### config.mk
export PLATFORM = sky130hd
export DESIGN_NAME = btn_debounce
export DESIGN_NICKNAME = d
export VERILOG_FILES = /design/src/rtl/btn_debounce.sv
export SDC_FILE = /design/constraint.sdc
export NUM_CORES = 1
export LEC_CHECK = 0
export CORE_ASPECT_RATIO = 1.5
export CORE_MARGIN = 5
export CORE_UTILIZATION = 35
export DETAILED_ROUTE_END_ITERATION = 12
export GPL_TIMING_DRIVEN = 0
export PLACE_DENSITY = 0.59
export SLEW_MARGIN = 25
export SYNTH_ARGS = -nofsm -noshare
export SYNTH_HDL_FRONTEND = slang
export SYNTH_SLANG_ARGS = --single-unit
### constraint.sdc
create_clock -name clk_i -period 6 [get_ports clk_i]
set_input_delay 1.2 -clock clk_i [delete_from_list [all_inputs] [get_ports clk_i]]
set_output_delay 1.2 -clock clk_i [all_outputs]
set_load 0.02 [all_outputs]
### src/rtl/btn_debounce.sv
// rtl/btn_debounce.sv - four-channel push-button debouncer with press/release pulses
module btn_debounce #(
  parameter int STABLE_CYCLES = 100000,
  parameter int CNT_W         = 17
) (
  input  logic       clk_i,
  input  logic       rst_i,
  input  logic [3:0] btn_raw_i,
  output logic [3:0] btn_o,
  output logic [3:0] btn_press_o,
  output logic [3:0] btn_release_o
);

  localparam logic [CNT_W-1:0] CNT_MAX = CNT_W'(STABLE_CYCLES - 1);

  logic [3:0]       s1;
  logic [3:0]       s2;
  logic [CNT_W-1:0] cnt [4];

  always_ff @(posedge clk_i) begin
    if (rst_i) begin
      s1            <= '0;
      s2            <= '0;
      btn_o         <= '0;
      btn_press_o   <= '0;
      btn_release_o <= '0;
      for (int i = 0; i < 4; i++) begin
        cnt[i] <= '0;
      end
    end else begin
      s1 <= btn_raw_i;
      s2 <= s1;
      for (int i = 0; i < 4; i++) begin
        btn_press_o[i]   <= 1'b0;
        btn_release_o[i] <= 1'b0;
        // Any return to the accepted level discards the partial count.
        if (s2[i] == btn_o[i]) begin
          cnt[i] <= '0;
        end else if (cnt[i] == CNT_MAX) begin
          btn_o[i]         <= s2[i];
          cnt[i]           <= '0;
          btn_press_o[i]   <= s2[i];
          btn_release_o[i] <= ~s2[i];
        end else begin
          cnt[i] <= cnt[i] + CNT_W'(1);
        end
      end
    end
  end

endmodule

# ---- After elaboration in Yosys (flattened, before gate mapping)
# Memories as Yosys holds them, arrays and structs flattened.
# Index checks and enable logic that the tools add are counted.
dict set report classes {
  n_addsub 4
  n_eq_ne 8
  mux 58
  bitwise 24
  reduce_logical 8
}
# cell count
set op_table {}
lappend op_table {{$mux 17} 12}
lappend op_table {{$add 17x1->17 const B} 4}
lappend op_table {{$eq 17x17->1 const B} 4}
lappend op_table {{$mux 1} 46}
lappend op_table {{$not 1->1} 12}
lappend op_table {{$or 1x1->1} 12}
lappend op_table {{$reduce_or 3->1} 4}
lappend op_table {{$reduce_and 2->1} 4}
lappend op_table {{$eq 1x1->1} 4}
dict set report word_totals {
  reg_bits 20
  ramBits 68
  in_bits 6
  out_inout_bits 12
  word_cells 117
  mem_count 1
}
# name words width read_ports rd_clocked_by_memory_dff write_ports line
set mem_list {}
lappend mem_list {cnt 4 17 4 0 4 18} ;# logic [CNT_W-1:0] cnt [4];

# ---- Longest topological paths before layout
dict set report logic_depth {
  depth_word 7
  ltp_mapped 6
  mapped_depth_nobuf 5
}

# ---- Worst setup path after synthesis
# No wires, ideal clock.
dict set report synth_timing {
  kind {in2reg}
  start {in rst_i}
  end {mem cnt[0][10] (data pin)}
  setup_ps 257
  arrival_time_ps 1723
  t_required_ps 5743
  slack_ps 4020
  cell_stages 4
  path_buffers 1
  cell_sequence {a21oi_1 o21ai_1 buf_2 nor2_1}
}
# item line
set synth_rtl {}
lappend synth_rtl {{start, declared} 7} ;# input logic rst_i,
lappend synth_rtl {{end, declared} 18}

==> reports/results.ini <==
[status]
status = complete, no violations

[critical_path]
crit_type = input port to flip-flop
cp_slowest_cell = clkdlybuf4s50_1
crit_family = buffers and inverters
cp.depth = 5
r2r-end = cnt[0][14]$_SDFFCE_PN0P_
worstPathRequired_ns = 6.08
r2r_cells = 6
cp_max_fo = 10
cpPeakStageDelay_ns = 0.68
r2r_start = cnt[0][0]$_SDFFCE_PN0P_
crit_chain = clkdlybuf4s50_1, a21oi_1, o21ai_1, buf_2, nor2_1
path_buf_inv = 2
cp.arrival_ns = 2.67
reg2reg_slack_ns = 3.63
cp-start-kind = input port
endpoint_kind = flip-flop

[routing]
wl_per_cell_microns = 12.41
antenna_left = 0
drcViolationCount = 0
drt-initial-drc-count = 60
drt_wl_total_mm = 8.414
vias = 3212
vias_per_cell = 4.737
first_pass_iters = 4

[sta]
finalMaxSlewViolations = 0
setup_tns_ns = 0
skew_ns = 0.008316
fmax_mhz = 385.9
hold_violations = 0
grt_setup_unrepaired = false
period_share_pct = 43.19
finalSetupViolations = 0
fin_ws_ns = 3.408
post-route-min-period_ns = 2.592

[grt]
grt_pass1_vias = 3217
grt_usage_pct = 12.32
grt_max_degree = 15
grt_pass1_wl_mm = 14.71
gr-total-overflow = 0
grt_antenna_before_repair = 0

[clock_network]
clockRootBuffer = clkbuf_16
cts_setup_buffers = 0
clk_pin_slew_worst_paths_ns = 0.06
htreeDepth = 3
cts_num_sinks = 88
cts_inserted_buffers = 9
post_cts_resized = 0
clockBufferDepth = 2
ctsHoldBuffers = 0
clk-insertion-delay-late_ns = 0.34
cts_tree = built

[hold_path]
hold_depth = 1
hold_path.class = flip-flop to flip-flop
hp-start = s1[2]$_SDFF_PP0_
hold_end = s2[2]$_SDFF_PP0_

[cells_and_area]
nets = 527
drive_gt1_share_pct = 6.130
utilization_pct = 42.79
layout_common_cells = 68 x edfxtp_1, 68 x conb_1, 65 x nor2_1, 37 x xnor2_1, 26 x nand3_1
n_antenna_cell = 0
multi_input_area_sq_um = 2147
regArea_sq_um = 2442
syn2layout_area_growth_pct = 20.32
fillCellCount = 1221

[die]
die_h_microns = 147.8
fp.coreArea_sq_um = 12450
rows = 50
dieWidth_microns = 101.8
dieArea_sq_um = 15050
ios = 18
start_util_pct = 35.57

[logic_synthesis]
ys_seq_area_share_pct = 55.16
synthCells = 422
yosys_warnings = 0
synth-main-ff-cell = edfxtp_1
synth_edf_count = 68
synth_cell_type_count = 42
yosysTopAreaCell = edfxtp_1
synth_area_leaders = edfxtp_1 46%, dfxtp_1 9.0%, xnor2_1 7.3%
synth_area_sq_um = 4428
synthArstFlopShare_pct = 0
synth_top_area_share_pct = 46.11
synth.avg_cell_area_sq_um = 10.49
synth-seq-cells = 88

[pwr]
p_per_area_nw_per_um2 = 243.4
p_leak_nw = 1.721
ir_worst_vdd_uv = 140.2

[run]
max-cap-violations = 0

[placement]
dpl.hpwl_mm = 6.442
io_buffer_count = 17
post-place-ws_ns = 3.036
gp_congestion = 0.8102

==> metal layers <==
layer  part of all wire (%)  global-route usage [%]  vias up
li1                       -                       -     1644
met1                     42                   13.98     1517
met2                     54                   21.99       40
met3                    2.5                   2.502       11
met4                    1.9                   5.318        0
met5                      0                       0        -
==> worst max path at each step <==
stage / from / endpoint
3_5_place_dp: rst_i / cnt[0][14]$_SDFFCE_PN0P_
5_1_grt: rst_i / cnt[0][13]$_SDFFCE_PN0P_
2_1_floorplan: rst_i / cnt[0][10]$_SDFFCE_PN0P_
4_1_cts: rst_i / cnt[0][14]$_SDFFCE_PN0P_
6_report: rst_i / cnt[0][14]$_SDFFCE_PN0P_
3_3_place_gp: rst_i / cnt[0][15]$_SDFFCE_PN0P_
==> Yosys cell counts, types with 2 or more instances <==
cell type and n:
a21oi_1 11, and3_1 4, and4_1 5, buf_2 3, clkbuf_1 6, dfxtp_1 20, edfxtp_1 68, ha_1 4
inv_1 12, nand2_1 21, nand2b_1 8, nand3_1 26, nand4_1 21, nor2_1 65, nor2b_1 9, nor3_1 25
nor4_1 15, nor4b_1 3, nor4bb_1 2, o21ai_0 5, o21ai_1 2, o31ai_1 3, or2_2 6, or3_1 6
or4_1 2, xnor2_1 37, xor2_1 18
==> cells by family (layout without fill, tap and decap cells) <==
group / after synthesis / count (layout) / synth area share (%)
compound gates: 26 / 26 / 3.815
xor+xnor: 55 / 55 / 10.88
buf+inv: 22 / 55 / 2.034
simple gates: 226 / 226 / 26.90
fa+ha+maj: 4 / 4 / 1.130
other cells: 1 / 68 / 0.08469
flops: 88 / 88 / 55.16
==> final cells by class <==
type	instances	share of cell area, %
repair buffers	17	3.194
clock inverters	5	0.9394
flip-flops and latches	88	45.84
inverters	12	0.8455
plain buffers	10	0.8455
well taps	156	3.664
multi-input cells	379	40.30
clock buffers	11	4.368
==> through the flow <==
step / area, sq um / power [mW] / hold WS [ns] / cells
final: 5328 / 1.297 / 0.4362 / 678
after global routing: 5328 / 1.347 / 0.4555 / 678
after CTS: 5328 / 1.312 / 0.4430 / 678
after detailed placement: 5045 / 0.7690 / 0.4290 / 662
after global placement: 5045 / 0.7669 / 0.4340 / 662
after floorplan: 4679 / 0.7503 / 0.4138 / 489
==> power by group <==
group | switching [mW] | leakage, nW | internal [mW]
clock | 0.221 | 0.135 | 0.319
sequential | 0.0244 | 0.864 | 0.679
combinational | 0.0308 | 0.722 | 0.0227
total | 0.276 | 1.72 | 1.02
==> state kept, by name, indices dropped and copies added (netlist names) <==
register,cells
cnt,68
btn_o,4
btn_press_o,4
btn_release_o,4
s1,4
s2,4
Power figures use the tool's default switching activity.
